[src/rtl/placement_reader.sv]
// Walks every node, reads its placed coordinates and streams one status record per node.
// Optional grid cross-check is compiled in with PLACEMENT_READER_CHECK_EN.
module placement_reader #(
   parameter int N_NODES = 7,
   parameter int GRID_N  = 11,
   parameter int DW      = 32
) (
   input  logic          clk,
   input  logic          reset,
   input  logic          start,
   output logic          busy,
   output logic          done,
   output logic          pos_re,
   output logic [DW-1:0] pos_addr,
   input  logic [DW-1:0] pos_x_data,
   input  logic [DW-1:0] pos_y_data,
   output logic          grid_re,
   output logic [DW-1:0] grid_addr,
   input  logic [DW-1:0] grid_data,
   output logic          out_valid,
   input  logic          out_ready,
   output logic [DW-1:0] out_node,
   output logic [DW-1:0] out_x,
   output logic [DW-1:0] out_y,
   output logic [1:0]    out_status,
   output logic [DW-1:0] err_count,
   output logic [DW-1:0] unplaced_count
);

   localparam logic [2:0] IDLE      = 3'd0;
   localparam logic [2:0] RD_POS    = 3'd1;
   localparam logic [2:0] WAIT_POS  = 3'd2;
`ifdef PLACEMENT_READER_CHECK_EN
   localparam logic [2:0] RD_GRID   = 3'd3;
   localparam logic [2:0] WAIT_GRID = 3'd4;
`endif
   localparam logic [2:0] EMIT      = 3'd5;
   localparam logic [2:0] DONE      = 3'd6;

   localparam logic [1:0] ST_OK       = 2'd0;
   localparam logic [1:0] ST_UNPLACED = 2'd1;
   localparam logic [1:0] ST_RANGE    = 2'd2;
   localparam logic [1:0] ST_MISMATCH = 2'd3;

   logic [2:0]    state;
   logic [DW-1:0] idx;
   logic          unplaced;
   logic          in_range;

   // Coordinates are signed; -1 marks an unplaced node, any other negative is out of range.
   assign unplaced = (pos_x_data == '1) || (pos_y_data == '1);
   assign in_range = !pos_x_data[DW-1] && (pos_x_data < DW'(GRID_N)) &&
                     !pos_y_data[DW-1] && (pos_y_data < DW'(GRID_N));

   assign busy      = (state != IDLE) && (state != DONE);
   assign done      = (state == DONE);
   assign pos_re    = (state == RD_POS);
   assign pos_addr  = idx;
   assign out_valid = (state == EMIT);

`ifdef PLACEMENT_READER_CHECK_EN
   logic [DW-1:0] grid_addr_q;
   logic [DW-1:0] cell_addr;

   // Low DW bits of the product are identical for signed and unsigned operands.
   assign cell_addr = pos_x_data * DW'(GRID_N) + pos_y_data;
   assign grid_re   = (state == RD_GRID);
   assign grid_addr = grid_addr_q;
`else
   logic unused_grid;

   assign unused_grid = ^grid_data;
   assign grid_re     = 1'b0;
   assign grid_addr   = '0;
`endif

   always_ff @(posedge clk) begin
      if (reset) begin
         state          <= IDLE;
         idx            <= '0;
         out_node       <= '0;
         out_x          <= '0;
         out_y          <= '0;
         out_status     <= ST_OK;
         err_count      <= '0;
         unplaced_count <= '0;
`ifdef PLACEMENT_READER_CHECK_EN
         grid_addr_q    <= '0;
`endif
      end else begin
         case (state)
            IDLE: begin
               if (start) begin
                  idx            <= '0;
                  err_count      <= '0;
                  unplaced_count <= '0;
                  state          <= RD_POS;
               end
            end
            RD_POS: state <= WAIT_POS;
            WAIT_POS: begin
               out_node <= idx;
               out_x    <= pos_x_data;
               out_y    <= pos_y_data;
               if (unplaced) begin
                  out_status <= ST_UNPLACED;
                  state      <= EMIT;
               end else if (!in_range) begin
                  out_status <= ST_RANGE;
                  state      <= EMIT;
               end else begin
`ifdef PLACEMENT_READER_CHECK_EN
                  grid_addr_q <= cell_addr;
                  state       <= RD_GRID;
`else
                  out_status  <= ST_OK;
                  state       <= EMIT;
`endif
               end
            end
`ifdef PLACEMENT_READER_CHECK_EN
            RD_GRID: state <= WAIT_GRID;
            WAIT_GRID: begin
               out_status <= (grid_data == idx) ? ST_OK : ST_MISMATCH;
               state      <= EMIT;
            end
`endif
            EMIT: begin
               if (out_ready) begin
                  if (out_status == ST_UNPLACED)
                     unplaced_count <= unplaced_count + DW'(1);
                  if (out_status[1])
                     err_count <= err_count + DW'(1);
                  if (idx == DW'(N_NODES - 1)) begin
                     state <= DONE;
                  end else begin
                     idx   <= idx + DW'(1);
                     state <= RD_POS;
                  end
               end
            end
            DONE:    state <= IDLE;
            default: state <= IDLE;
         endcase
      end
   end

endmodule

[config.mk]
export PLATFORM = sky130hd
export DESIGN_NAME = placement_reader
export DESIGN_NICKNAME = d
export VERILOG_FILES = /design/src/rtl/placement_reader.sv
export SDC_FILE = /design/constraint.sdc
export NUM_CORES = 1
export LEC_CHECK = 0
export ABC_AREA = 0
export CORE_MARGIN = 1.5
export CORE_UTILIZATION = 44
export DETAILED_ROUTE_END_ITERATION = 12
export GPL_TIMING_DRIVEN = 0
export PLACE_DENSITY_LB_ADDON = 0.08
export SLEW_MARGIN = 5
export SYNTH_ARGS = -nofsm -noshare
export SYNTH_HDL_FRONTEND = slang
export SYNTH_SLANG_ARGS = --single-unit
export TNS_END_PERCENT = 1
[constraint.sdc]
create_clock -name clk -period 2.9 [get_ports clk]
set_input_delay 0.58 -clock clk [delete_from_list [all_inputs] [get_ports clk]]
set_output_delay 0.58 -clock clk [all_outputs]
set_load 0.02 [all_outputs]
* After elaboration in Yosys (flattened, before gate mapping)
Cells that the tools add are included.
Widths: inputs -> output; s select.
** Storage, ports and cells
- Register bits after elaboration :: 197
- Input port bits :: 100
- Logic and storage cells :: 57
** Operators by class
- Add/subtract/negate cells :: 3
- $lt $le $gt $ge :: 2
- Equal/unequal tests :: 14
- Multiplexer cells :: 16
- Reduce and logical (&&, ||, !) cells :: 14
** Operators by type and width (number)
- $mux 32 :: 7
- $pmux 32 s2 :: 3
- $add 32x1->32 const B :: 3
- $eq 32x32->1 const B :: 2
- $lt 32x4->1 const B :: 2
- $eq 32x3->1 const B :: 1
- $pmux 3 s4 :: 1
- $reduce_and 4->1 :: 3
- $mux 3 :: 3
- $eq 3x3->1 const B :: 2
- $ne 2x1->1 const B :: 3
- $logic_and 1x1->1 :: 4
- $mux 2 :: 2
- $ne 2x2->1 const B :: 2
- $eq 3x1->1 const B :: 1
- $eq 3x2->1 const B :: 1
- $logic_not 3->1 :: 1
- $ne 3x3->1 const B :: 1
- $reduce_bool 3->1 :: 1
- $eq 2x1->1 const B :: 1
- $logic_not 1->1 :: 2
- $reduce_and 2->1 :: 1
- $reduce_bool 2->1 :: 1
- $logic_or 1x1->1 :: 1

* Logic depth before layout (Yosys ltp)
- Depth in word-level cells :: 6
- Gate-level depth with buffers :: 11
- Gate-level depth less buffers :: 8

* Worst setup path after synthesis
OpenSTA, ideal clock, no wires.
- Path type :: register -> register
- Start :: reg idx[3] (netlist: pos_addr[3])
- End :: reg idx[28] (netlist: pos_addr[28])
- Data arrival time :: 2.376 ns
- Path slack :: 0.454 ns
- Cell stages (with the launch flop) :: 9
- Path buffers :: 2
- Period minus slack after synthesis :: 2.446 ns
- Cells stage by stage :: dfxtp_1 -> clkbuf_2 -> and4_4 -> nand3_4 -> or3_1 -> clkbuf_2 -> or4b_1 -> or3_1 -> a21oi_1
** On the way
- Cells in the longest elaborated chain, start to end :: 4
- Elaborated cells between the ends (all ways) :: 7
** Ends and longest elaborated chain
- start: declaration :: RTL line 46 : logic [DW-1:0] idx;
- start signal: assignment :: RTL line 137 : idx <= idx + DW'(1);
- $add 32x1->32 :: RTL line 137
- $mux 32 :: RTL line 134 : if (idx == DW'(N_NODES - 1)) begin
- $mux 32 :: RTL line 129 : if (out_ready) begin
- $pmux 32 s2 :: RTL line 91 : case (state)
Parallel ways exist; a longest one is shown, timed or not. The select of a mux whose other input is x is not followed.
A chain may end at the register's enable or synchronous reset.

* Worst setup path in the final report
- Start :: reg idx[1] (netlist: pos_addr[1])
- End :: reg idx[25] (netlist: pos_addr[25])
The elaborated chain is that of the path after synthesis.

==> run summary <==
Seq/Total Area, Yosys = 45.8%
Worst min path class = flip-flop to flip-flop
Number of diodes = 0
DR vias = 8650
Routed Antenna Nets = 0
Die height = 143 um
Layout cells sized above 1 = 6.46%
Vias per cell = 5.19
WL final = 27.2 mm
Relative slew slack = 54.1%
RSZ-0062 raised after global routing = true
Number of enable flip-flop cells after synthesis = 0
CP Capture Type = flip-flop
Worst EP required = 3.25 ns
H-tree depth = 4
CTS tree = built
Syn avg cell area = 7.98 um^2
Initial detailed-routing violation count = 494
Placed Cells incl. Taps = 1634
Boundary Pins = 331
Cell area after synthesis = 8600 um^2
Critical Path Start Type = flip-flop
Root Driver = clkbuf_16
Final nets = 1499
Largest net degree at the start of global routing = 17
Die width = 143 um
Run status = complete, no violations
Max clock buf depth = 2
Multi-input logic area = 4230 um^2
Crit-path max FO = 10
Clk_lat worst skew = 0.43 ns
Register area = 3940 um^2
Worst-path clk slew = 0.07 ns
Antenna violations before repair = 0
First-pass GRT wire length = 41.7 mm
Cell variety after synth = 53
Cell Rows = 50
Worst Clk Skew = 0.00966 ns
Crit path kind = flip-flop to flip-flop
Worst VDD drop = 0.430 mV
Hold Fails Final Rpt = 0
Setup TNS = 0 ns
HPWL after detailed placement = 20.6 mm
Gr usage total = 26.0%
DRC Markers = 0
Avg WL per Cell = 16.3 um
Final Setup Violations = 0
Core footprint = 19000 um^2
Worst-Margin Slew = 0.680 ns
Pwr Density = 462 nW/um^2
Drt pass-1 iters = 5
Quantity of hold-fixing buffers added after cts = 0
Top_reg_cell synth = dfxtp_1
Crit path DAT = 3.20 ns
Final Non-Filler Cells = 1668
Area Growth Syn to Fin = 43.1%
Yosys reg bits = 197
Leak pwr = 4.17 nW
Max Clk Rate = 0.352 GHz
CTS Sinks = 197
Most frequent cells in the layout = 264 x clkdlybuf4s50_1, 244 x nand2_1, 197 x dfxtp_1, 137 x a21oi_1, 74 x nor2_1
Die area = 20400 um^2
IO Port Bufs = 264
CTS Buf Count = 17
Fraction of registers with async set/reset = 0%
Tcrit/Tclk final = 98.0%
Filler cell count = 1686
Tmin final = 2.84 ns
Grt total ovfl = 0
Starting Density = 45.4%
Most common cell after layout, fill and taps aside = clkdlybuf4s50_1
Fin. max-slew vios = 0
Placer Congestion = 0.853
Mapped Cells = 1078
Number of global-route vias before repair = 7783
Yosys warns = 0
Total of max-cap violations = 0
==> critical path, stage by stage, from the launching register on <==
cell and delay [ns]:
dfxtp_1 0.50, ha_1 0.20, nor4bb_1 0.40, and4_1 0.32, nand4_1 0.23, a21oi_1 0.25
clkbuf_4 0.25, buf_6 0.17, buf_4 0.18, o21ai_0 0.12, a21oi_1 0.15
==> stage by stage <==
stage / utilization, % / power (W) / worst slack, ns / hold slack (ns) / instance area (um^2)
CTS: 64.8 / 0.00573 / 0.0945 / 0.455 / 12300
detailed placement: 61.7 / 0.00338 / -0.179 / 0.446 / 11700
floorplan: - / 0.00310 / 0.454 / 0.535 / 8720
global route: 64.9 / 0.00589 / -0.0218 / 0.466 / 12300
global placement: 61.7 / 0.00338 / -0.176 / 0.442 / 11700
finish: 64.9 / 0.00569 / 0.0587 / 0.453 / 12300
==> per-layer routing <==
metal  vias to the layer above  GRT usage [%]  wire length [um]
met5                         -              0                 0
met4                         0           9.17               705
met3                        45           7.75              2250
met2                       317           41.9             12500
met1                      3986           33.1             11700
li1                       4302              -                 -
==> layout make-up <==
| cell class | count | share of cell area (%) |
|---|---|---|
| multi-input combinational | 806 | 34.3 |
| clock buffer | 22 | 3.77 |
| tap | 260 | 2.64 |
| clock inverter | 10 | 1.01 |
| sequential | 197 | 32.0 |
| buffer | 92 | 4.15 |
| timing repair buffer | 266 | 21.6 |
| inverter | 15 | 0.457 |
==> state kept, by name, summed over array words and instances (netlist names) <==
name	cells
pos_addr	32
out_x	32
out_node	32
err_count	32
out_status	2
out_y	32
unplaced_count	32
state	3
==> cells in the mapped netlist, types with 3 or more instances <==
library cell | number | area share (%)
buf_2 | 4 | 0.23
nand2_1 | 244 | 11
or4_1 | 5 | 0.44
or4_2 | 5 | 0.51
nor3_1 | 19 | 1.1
nand4_1 | 45 | 3.3
a21oi_1 | 137 | 8.0
or3_1 | 22 | 1.6
xor2_1 | 37 | 3.8
clkbuf_1 | 46 | 2.0
nand3_1 | 30 | 1.7
o21ai_0 | 26 | 1.5
and4_1 | 15 | 1.5
nor4_1 | 28 | 2.0
xnor2_1 | 18 | 1.8
o31ai_1 | 7 | 0.61
and2_1 | 6 | 0.44
o211ai_1 | 3 | 0.26
nor2_1 | 74 | 3.2
buf_4 | 34 | 3.0
dfxtp_1 | 197 | 46
and3_1 | 16 | 1.2
inv_1 | 15 | 0.65
ha_1 | 4 | 0.58
a21o_1 | 3 | 0.26
==> where the power goes <==
| group | internal [W] | total (W) | switching, W |
|---|---|---|---|
| Clock | 0.00133 | 0.00237 | 0.00104 |
| Sequential | 0.00274 | 0.00276 | 0.0000186 |
| Combinational | 0.000224 | 0.000566 | 0.000341 |
==> timing repair <==
action                     CTS  global route
setup endpoints to repair   10            35
setup buffers                0             2
gates resized for setup      1             2
==> cells by family after synthesis <==
| kind of cell | synth area share (%) |
|---|---|
| AND/OR/NAND/NOR | 29.6 |
| flip-flops | 45.8 |
| AO/OA/AOI/OAI | 11.7 |
| XOR/XNOR | 5.60 |
| buffers and inverters | 6.59 |
| other | 0.0436 |
| adder cells (fa/ha/maj) | 0.582 |
==> final timing paths <==
| path | from | to | slack [ns] | depth (start not counted) |
|---|---|---|---|---|
| setup / recovery | pos_addr[1] | pos_addr[25] | 0.06 | 10 |
| hold / removal | out_node[30] | out_node[30] | 0.45 | 2 |
| setup reg to reg | pos_addr[1] | pos_addr[25] | 0.06 | 10 |
| hold reg to reg | out_node[30] | out_node[30] | 0.45 | 2 |
(Power assumes the default switching activity.)
